## src/rtl/lt_arbiter_pkg.sv

```systemverilog
// Shared types and constants for the lt_arbiter shared less-than comparator.
// Optional unsigned compare support is enabled by defining LT_ARBITER_UNSIGNED_EN.
package lt_arb_pkg;

   localparam int LT_WIDTH = 16;
   localparam int NUM_REQ  = 2;

   localparam logic [1:0] ST_IDLE = 2'd0;
   localparam logic [1:0] ST_CMP  = 2'd1;
   localparam logic [1:0] ST_RESP = 2'd2;

   typedef enum logic [1:0] {
      S_IDLE = ST_IDLE,
      S_CMP  = ST_CMP,
      S_RESP = ST_RESP
   } state_e;

   typedef logic req_id_t;

   function automatic logic [NUM_REQ-1:0] id_onehot(input req_id_t id);
      return id ? 2'b10 : 2'b01;
   endfunction

endpackage

```

## src/rtl/lt_arbiter_if.sv

```systemverilog
// Request/response bundle between the two requesters and lt_arbiter.
// LT_ARBITER_UNSIGNED_EN adds the per-requester req_uns select.
interface lt_arbiter_if
   import lt_arb_pkg::*;
#(
   parameter int WIDTH = LT_WIDTH
);
   logic [NUM_REQ-1:0] req_valid;
   logic [NUM_REQ-1:0] req_ready;
   logic [WIDTH-1:0]   req_x0;
   logic [WIDTH-1:0]   req_y0;
   logic [WIDTH-1:0]   req_x1;
   logic [WIDTH-1:0]   req_y1;
   logic [NUM_REQ-1:0] resp_valid;
   logic [NUM_REQ-1:0] resp_ready;
   logic               resp_lt;
   logic               busy;
`ifdef LT_ARBITER_UNSIGNED_EN
   logic [NUM_REQ-1:0] req_uns;

   modport master (
      output req_valid, req_x0, req_y0, req_x1, req_y1, req_uns, resp_ready,
      input  req_ready, resp_valid, resp_lt, busy
   );
   modport slave (
      input  req_valid, req_x0, req_y0, req_x1, req_y1, req_uns, resp_ready,
      output req_ready, resp_valid, resp_lt, busy
   );
`else
   modport master (
      output req_valid, req_x0, req_y0, req_x1, req_y1, resp_ready,
      input  req_ready, resp_valid, resp_lt, busy
   );
   modport slave (
      input  req_valid, req_x0, req_y0, req_x1, req_y1, resp_ready,
      output req_ready, resp_valid, resp_lt, busy
   );
`endif
endinterface

```

## src/rtl/lt_arbiter_compare.sv

```systemverilog
// Combinational less-than via X + ~Y + 1; signed result corrects for overflow.
// The unsigned (borrow) output exists only with LT_ARBITER_UNSIGNED_EN.
module lt_compare #(
   parameter int WIDTH = 16
) (
   input  logic signed [WIDTH-1:0] x_i,
   input  logic signed [WIDTH-1:0] y_i,
`ifdef LT_ARBITER_UNSIGNED_EN
   output logic                    lt_unsigned_o,
`endif
   output logic                    lt_signed_o
);
   logic [WIDTH-1:0] diff;
   logic             ovf;

`ifdef LT_ARBITER_UNSIGNED_EN
   logic cout;
   assign {cout, diff} = {1'b0, x_i} + {1'b0, ~y_i} + (WIDTH+1)'(1);
   // No carry out of X + ~Y + 1 means a borrow occurred, i.e. X < Y unsigned.
   assign lt_unsigned_o = ~cout;
`else
   assign diff = x_i + ~y_i + WIDTH'(1);
`endif

   // Overflow only when operand signs differ and the result sign differs from X.
   assign ovf         = (x_i[WIDTH-1] ^ y_i[WIDTH-1]) & (diff[WIDTH-1] ^ x_i[WIDTH-1]);
   assign lt_signed_o = diff[WIDTH-1] ^ ovf;

endmodule

```

## src/rtl/lt_arbiter.sv

```systemverilog
// Round-robin arbiter sharing one registered less-than comparator between two requesters.
// Define LT_ARBITER_UNSIGNED_EN to allow per-request unsigned compares.
module lt_arbiter
   import lt_arb_pkg::*;
#(
   parameter int WIDTH = LT_WIDTH
) (
   input  logic         clk,
   input  logic         rst,
   lt_arbiter_if.slave  bus
);
   state_e                    state_q, state_d;
   req_id_t                   last_q, last_d;
   req_id_t                   owner_q, owner_d;
   logic signed [WIDTH-1:0]   x_q, x_d;
   logic signed [WIDTH-1:0]   y_q, y_d;
   logic                      result_q, result_d;
   req_id_t                   grant;
   logic [NUM_REQ-1:0]        ready;
   logic                      take;
   logic                      lt_s;
`ifdef LT_ARBITER_UNSIGNED_EN
   logic                      uns_q, uns_d;
   logic                      lt_u;
`endif

   lt_compare #(.WIDTH(WIDTH)) u_cmp (
      .x_i           (x_q),
      .y_i           (y_q),
`ifdef LT_ARBITER_UNSIGNED_EN
      .lt_unsigned_o (lt_u),
`endif
      .lt_signed_o   (lt_s)
   );

   // On a tie the requester that did not win last time is granted.
   always_comb begin
      grant = 1'b0;
      case (bus.req_valid)
         2'b10:   grant = 1'b1;
         2'b11:   grant = ~last_q;
         default: grant = 1'b0;
      endcase
   end

   assign ready = (state_q == S_IDLE && !rst && |bus.req_valid) ? id_onehot(grant) : '0;
   assign take  = |(bus.req_valid & ready);

   always_comb begin
      state_d  = state_q;
      last_d   = last_q;
      owner_d  = owner_q;
      x_d      = x_q;
      y_d      = y_q;
      result_d = result_q;
`ifdef LT_ARBITER_UNSIGNED_EN
      uns_d    = uns_q;
`endif
      case (state_q)
         S_IDLE: begin
            if (take) begin
               x_d     = grant ? bus.req_x1 : bus.req_x0;
               y_d     = grant ? bus.req_y1 : bus.req_y0;
               owner_d = grant;
               last_d  = grant;
`ifdef LT_ARBITER_UNSIGNED_EN
               uns_d   = bus.req_uns[grant];
`endif
               state_d = S_CMP;
            end
         end
         S_CMP: begin
`ifdef LT_ARBITER_UNSIGNED_EN
            result_d = uns_q ? lt_u : lt_s;
`else
            result_d = lt_s;
`endif
            state_d  = S_RESP;
         end
         S_RESP: begin
            if (bus.resp_ready[owner_q]) state_d = S_IDLE;
         end
         default: state_d = S_IDLE;
      endcase
   end

   always_ff @(posedge clk) begin
      if (rst) begin
         state_q  <= S_IDLE;
         last_q   <= 1'b1;
         owner_q  <= 1'b0;
         x_q      <= '0;
         y_q      <= '0;
         result_q <= 1'b0;
`ifdef LT_ARBITER_UNSIGNED_EN
         uns_q    <= 1'b0;
`endif
      end else begin
         state_q  <= state_d;
         last_q   <= last_d;
         owner_q  <= owner_d;
         x_q      <= x_d;
         y_q      <= y_d;
         result_q <= result_d;
`ifdef LT_ARBITER_UNSIGNED_EN
         uns_q    <= uns_d;
`endif
      end
   end

   // Outputs forced low while rst is asserted so a discarded transaction never shows.
   assign bus.req_ready  = ready;
   assign bus.resp_valid = (state_q == S_RESP && !rst) ? id_onehot(owner_q) : '0;
   assign bus.resp_lt    = (state_q == S_RESP && !rst) & result_q;
   assign bus.busy       = (state_q != S_IDLE) && !rst;

endmodule
```

## src/flat_wrapper.sv

```systemverilog
// flat-port wrapper written by rule: the top's interface ports become plain ports
module lt_arbiter_flat import lt_arb_pkg::*;
#(
   parameter int WIDTH = LT_WIDTH
)
  (clk, rst, bus_req_valid, bus_req_x0, bus_req_y0, bus_req_x1, bus_req_y1, bus_resp_ready, bus_req_ready, bus_resp_valid, bus_resp_lt, bus_busy);
  lt_arbiter_if #(.WIDTH(WIDTH)) bus_i ();
  input  logic clk;
  input  logic rst;
  input wire logic [$bits(bus_i.req_valid)-1:0] bus_req_valid;
  input wire logic [$bits(bus_i.req_x0)-1:0] bus_req_x0;
  input wire logic [$bits(bus_i.req_y0)-1:0] bus_req_y0;
  input wire logic [$bits(bus_i.req_x1)-1:0] bus_req_x1;
  input wire logic [$bits(bus_i.req_y1)-1:0] bus_req_y1;
  input wire logic [$bits(bus_i.resp_ready)-1:0] bus_resp_ready;
  output wire logic [$bits(bus_i.req_ready)-1:0] bus_req_ready;
  output wire logic [$bits(bus_i.resp_valid)-1:0] bus_resp_valid;
  output wire logic [$bits(bus_i.resp_lt)-1:0] bus_resp_lt;
  output wire logic [$bits(bus_i.busy)-1:0] bus_busy;
  assign bus_i.req_valid = bus_req_valid;
  assign bus_i.req_x0 = bus_req_x0;
  assign bus_i.req_y0 = bus_req_y0;
  assign bus_i.req_x1 = bus_req_x1;
  assign bus_i.req_y1 = bus_req_y1;
  assign bus_i.resp_ready = bus_resp_ready;
  assign bus_req_ready = bus_i.req_ready;
  assign bus_resp_valid = bus_i.resp_valid;
  assign bus_resp_lt = bus_i.resp_lt;
  assign bus_busy = bus_i.busy;
  lt_arbiter #(.WIDTH(WIDTH)) u_core (.clk(clk), .rst(rst), .bus(bus_i));
endmodule
```

## config.mk

```make
export PLATFORM = sky130hd
export DESIGN_NAME = lt_arbiter_flat
export DESIGN_NICKNAME = d
export VERILOG_FILES = /design/src/rtl/lt_arbiter_pkg.sv /design/src/rtl/lt_arbiter_if.sv /design/src/rtl/lt_arbiter_compare.sv /design/src/rtl/lt_arbiter.sv /design/src/flat_wrapper.sv
export SDC_FILE = /design/constraint.sdc
export NUM_CORES = 1
export LEC_CHECK = 0
export CAP_MARGIN = 20
export CORE_ASPECT_RATIO = 1.4
export CORE_MARGIN = 4
export CORE_UTILIZATION = 40
export CTS_CLUSTER_DIAMETER = 30
export CTS_CLUSTER_SIZE = 30
export DETAILED_ROUTE_END_ITERATION = 16
export GPL_TIMING_DRIVEN = 0
export PLACE_DENSITY = 0.76
export SLEW_MARGIN = 20
export SYNTH_ARGS = -nofsm -noshare
export SYNTH_HDL_FRONTEND = slang
export SYNTH_SLANG_ARGS = --single-unit
```

## constraint.sdc

```tcl
create_clock -name clk -period 1.8 [get_ports clk]
set_clock_uncertainty 0.05 [all_clocks]
set_input_delay 0.45 -clock clk [delete_from_list [all_inputs] [get_ports clk]]
set_output_delay 0.45 -clock clk [all_outputs]
set_load 0.01 [all_outputs]
```

* Yosys cells after proc, flatten, opt, wreduce, memory -nomap -nowiden
Cells that the tools add are included.
Cells by class: add/sub/neg operators 2, magnitude comparators 1, eq/ne operators 6, multiplexer cells 12, bitwise logic cells 8, reduce and logical (&&, ||, !) cells 11
Operator list (count):
- $mux 16 | 2
- $add 16x16->16 | 1
- $add 16x2->16 const B | 1
- $not 16->16 | 1
- $mux 2 | 6
- $eq 2x2->1 const B | 3
- $pmux 2 s3 | 1
- $logic_and 1x1->1 | 4
- $ne 2x1->1 const B | 2
- $reduce_and 2->1 | 2
- $reduce_or 2->1 | 2
- $xor 1x1->1 | 3
- $and 1x1->1 | 2
- $and 2x2->2 | 1
- $eq 2x1->1 const B | 1
- $logic_not 2->1 | 1
- $lt 1x2->1 const B | 1
- $mux 1 | 2
- $pmux 1 s2 | 1
- $reduce_bool 2->1 | 1
- $logic_not 1->1 | 1
- $not 1->1 | 1
Word-level totals: flip-flop bits (word level) 37, input port bits 70, output and inout bits 6, word-level logic and storage cells 46

* Longest topological paths before layout
depth in word-level cells 8, mapped depth 9

* Modules after synthesis
Synthesis repeated with hierarchy kept, for this count alone.
Unflattened totals: cells, all modules 218, area total of the unflattened synthesis 1981.9 um2
Modules (own cells, without submodules):
- lt_arbiter | times used 1, cells each 167, area each 1607.8 um2
- lt_compare | times used 1, cells each 51, area each 374.1 um2

* Worst setup path after synthesis
OpenSTA, ideal clock, no wires.
kind register -> register, start point register u_core.y_q[6], end point register u_core.result_q, library setup time 128 ps, data arrival time 1555 ps, data required time 1622 ps, slack 68 ps, cell stages (with the launch flop) 10, buffers on the path 0, clock period less this slack 1732 ps, path through dfxtp_1 > inv_1 > ha_1 > nand4_1 > and3_1 > o21ai_0 > a21oi_1 > fa_1 > mux2i_1 > nor2_1
On the way: cells in the longest elaborated chain, start to end 6
Ends and longest elaborated chain:
- from (decl) | RTL line lt_arbiter.sv:16 | logic signed [WIDTH-1:0] y_q, y_d;
- from (signal assigned) | RTL line lt_arbiter.sv:103 | y_q <= y_d;
- $not 16->16 (*) | RTL line lt_arbiter_compare.sv:22 | assign diff = x_i + ~y_i + WIDTH'(1);
- $add 16x16->16 (*) | RTL line lt_arbiter_compare.sv:22
- $add 16x2->16 (*) | RTL line lt_arbiter_compare.sv:22
- $xor 1x1->1 | RTL line lt_arbiter_compare.sv:26 | assign ovf = (x_i[WIDTH-1] ^ y_i[WIDTH-1]) & (diff[WIDTH-1] ^ x_i[WIDTH-1]);
- $and 1x1->1 | RTL line lt_arbiter_compare.sv:26
- $xor 1x1->1 (*) | RTL line lt_arbiter_compare.sv:27 | assign lt_signed_o = diff[WIDTH-1] ^ ovf;
- named net u_core.lt_s | RTL line lt_arbiter.sv:21 | logic lt_s;
- to (signal assigned) | RTL line lt_arbiter.sv:104 | result_q <= result_d;
- to (decl) | RTL line lt_arbiter.sv:17 | logic result_q, result_d;
The timed path passes the listed nets; every way through them passes the cells marked *. A chain may end at the register's enable or synchronous reset.

* Worst setup path in the final report
start point register u_core.y_q[12], end point register u_core.result_q
Same word-level chain as after synthesis.

==> flow_summary.ini <==
[grt]
grt_first_pass_wirelength_mm = 8.16
grt_remaining_overflow = 0
grt_start_max_net_pins = 11
grt_pass1_vias = 1893
overall_track_demand_over_capacity_in_global_routing_pct = 16.7
antenna_found_initial = 0

[power]
peakVddDrop_uv = 440
power-per-cell-area_nw_per_um2 = 758
finalPower_mw = 2.41
total_leakage_power_nw = 1.26

[timing]
max_freq_ghz = 0.549
postLayoutSetupSlackWorst_ns = -0.0206
number_of_hold_violations_in_the_final_report = 0
finalWorstPathRequiredPeriod_ns = 1.82
fin_tns_setup_ns = -0.0206
finalSetupViolations = 1
timing.max_slew.rel_slack_pct = 63.7
timing.final.crit_share_pct = 101
rsz0062_at_grt = yes
max_slew.worst_pin.slew_ns = 0.545
timing_max_transition_violations_final = 0

[synthesis]
synth.cell_area_um2 = 2080
postSynthAreaPerCell_um2 = 9.32
synth_flop_cell = sky130_fd_sc_hd__dfxtp_1
post_synth_most_frequent_cells = sky130_fd_sc_hd__dfxtp_1, sky130_fd_sc_hd__nor2_1, sky130_fd_sc_hd__mux2i_1, sky130_fd_sc_hd__a211oi_1, sky130_fd_sc_hd__inv_1
yosysWarnings = 0
syn_nets = 308
synth.largest_area_cell = sky130_fd_sc_hd__dfxtp_1
synth_async_sr_flop_share_pct = 0
yosys_register_bits = 37
most_common_cell_in_the_netlist = sky130_fd_sc_hd__dfxtp_1
synth.distinct_cells = 31
synth_top_cells_by_area = sky130_fd_sc_hd__dfxtp_1, sky130_fd_sc_hd__mux2i_1, sky130_fd_sc_hd__a211oi_1
synthesized_instance_count = 223
synth-edff-count = 0
yosys.area.top_type_share_pct = 35.6
synth-seq-area-share_pct = 35.6

[critical_path]
timing.critical_path.to = u_core.result_q
worstSetupStartpointType = flip-flop
critical_path.top_delay_family = adder cells
critical_path_required_ns = 1.94
r2r_start = u_core.y_q[12]
critical_path_class = reg -> reg
largest_stage_delay_worst_path_ns = 0.35
crit_path_cell_trace = inv_2 > ha_4 > nand4_1 > nor3_2 > a21oi_2 > fa_2 > mux2i_1 > nor2_1
r2r_cells = 8
crit_arrival_ns = 1.96
startpoint = u_core.y_q[12]
critical_path.reg2reg.endpoint = u_core.result_q
end_kind = flip-flop
timing.reg2reg.setup_slack_ns = -0.02
crit_buf_inv = 1
critical_path_peak_fanout = 2
worstSetupPathDepth = 8
crit_path_top_delay_cell = sky130_fd_sc_hd__dfxtp_2

[routing]
drt-vias-per-instance = 5.07
drt_initial_violations = 52
drt_antenna_net_count = 0
detailedRoute.firstPassIterationCount = 4
dr_wl_cell_um = 14.8
wirelength_met1_mm = 2.22
drt_wl_total_mm = 5.52
drc = 0
met3WireLength_um = 274
highest-signal-layer = met4
routed-via-count = 1897
routed-wl-met2_mm = 2.92

[layout]
flow.area_growth_from_synthesis_pct = 52.6
diode_count = 0
num-nets-final = 396
finalNonFillerCells = 374
drive_gt1_share_pct = 22.3

[placed_design]
hpwl_mm = 3.90
post-place-cells = 362
port_buffers = 75
gpl.final_weighted_congestion = 0.796

[floorplan]
dieHeight_um = 93.3
core_area_um2 = 4950
die-width_um = 68.9
die_area_um2 = 6430
io_pins = 76
rows = 30
start_util_pct = 41.9

[clocking]
tritoncts_num_sinks = 37
cts_tree = done
cts-buffers-inserted = 5
h_tree_levels = 2
clkSlewWorstSetupHoldPaths_ns = 0.07
clk-insertion-delay-late_ns = 0.29
cts_root_buffer = sky130_fd_sc_hd__clkbuf_8
cts-root-to-sink-buffers = 2

[hold_path]
timing.hold.worst.class = reg -> reg
hold-path-cell-count = 2

[run_status]
run_status = complete, but fails checks
violated_checks = setup timing

[flow_run]
drv.max_cap_violation_count = 0
-- power by group --
group / leakage, nW / internal (mW) / switching (mW)
Sequential: 0.310 / 0.926 / 0.0740
Clock: 0.0399 / 0.255 / 0.279
Combinational: 0.906 / 0.468 / 0.404
Total: 1.26 / 1.65 / 0.756
-- area by class of cell --
type                    count  area, um2
fillers                   440       1780
multi-input cells         156       1320
repair buffers             82        778
flip-flops and latches     37        749
plain buffers              14        119
well taps                  64       80.1
clock buffers               5       68.8
inverters                  15       56.3
clock inverters             1       5.00
-- sequential cells by signal, indices dropped and copies added, names as in the netlist --
register         flops
u_core.last_q        1
u_core.owner_q       1
u_core.result_q      1
u_core.state_q       2
u_core.x_q          16
u_core.y_q          16
-- placed cells by master (no fill, tap or decap), types with 4 or more instances in the layout --
| cell type | count |
|---|---|
| sky130_fd_sc_hd__a211oi_1 | 29 |
| sky130_fd_sc_hd__ha_4 | 9 |
| sky130_fd_sc_hd__inv_2 | 4 |
| sky130_fd_sc_hd__inv_1 | 11 |
| sky130_fd_sc_hd__nor2_1 | 34 |
| sky130_fd_sc_hd__nand2_1 | 5 |
| sky130_fd_sc_hd__buf_4 | 8 |
| sky130_fd_sc_hd__clkdlybuf4s50_1 | 66 |
| sky130_fd_sc_hd__a21oi_1 | 8 |
| sky130_fd_sc_hd__mux2i_1 | 34 |
| sky130_fd_sc_hd__ha_1 | 5 |
| sky130_fd_sc_hd__dfxtp_1 | 30 |
| sky130_fd_sc_hd__clkbuf_8 | 5 |
| sky130_fd_sc_hd__buf_2 | 10 |
| sky130_fd_sc_hd__dfxtp_2 | 7 |
-- how the worst min path moves through the flow --
stage / end / start / slack (ns)
finish: u_core.result_q / u_core.result_q / 0.45
CTS: u_core.last_q / u_core.last_q / 0.45
floorplan: u_core.result_q / u_core.result_q / 0.40
global route: u_core.y_q[10] / u_core.y_q[10] / 0.47
global placement: u_core.last_q / u_core.last_q / 0.43
detailed placement: u_core.last_q / u_core.last_q / 0.43
-- layer usage --
metal | global-route usage, % | up-vias
li1 | - | 965
met1 | 18.0 | 871
met2 | 30.3 | 52
met3 | 3.25 | 9
met4 | 6.99 | 0
met5 | 0 | -
-- per-stage QoR --
stage                     setup WS (ns)  area [um2]  hold slack [ns]  util (%)
final                           -0.0206        3170            0.451      64.0
after global routing             -0.109        3170            0.473      64.0
after CTS                      0.000174        3040            0.450      61.4
after detailed placement         -0.922        2910            0.429      58.7
after global placement           -0.899        2910            0.426      58.7
after floorplan                  0.0676        2080            0.405         -
-- worst reg2reg max path, cell delays in order, from the launching register on --
cell	delay [ns]
sky130_fd_sc_hd__dfxtp_2	0.35
sky130_fd_sc_hd__inv_2	0.05
sky130_fd_sc_hd__ha_4	0.26
sky130_fd_sc_hd__nand4_1	0.15
sky130_fd_sc_hd__nor3_2	0.24
sky130_fd_sc_hd__a21oi_2	0.09
sky130_fd_sc_hd__fa_2	0.34
sky130_fd_sc_hd__mux2i_1	0.14
sky130_fd_sc_hd__nor2_1	0.05
-- what timing repair did --
item | 4_1_cts | 5_1_grt
hold buffers | 0 | 0
resized for setup | 42 | 24
pin swaps | 4 | 6
setup endpoints to repair | 7 | 5
setup buffers | 5 | 2
-- logic make-up (layout without fill, tap and decap cells) --
| group | Yosys count | in the layout | synth area share, % |
|---|---|---|---|
| simple gates | 57 | 57 | 12.2 |
| compound gates | 50 | 50 | 17.5 |
| flops | 37 | 37 | 35.6 |
| mux | 34 | 34 | 16.4 |
| buf+inv | 30 | 117 | 8.91 |
| fa+ha+maj | 15 | 15 | 9.39 |
(Power assumes the default switching activity.)
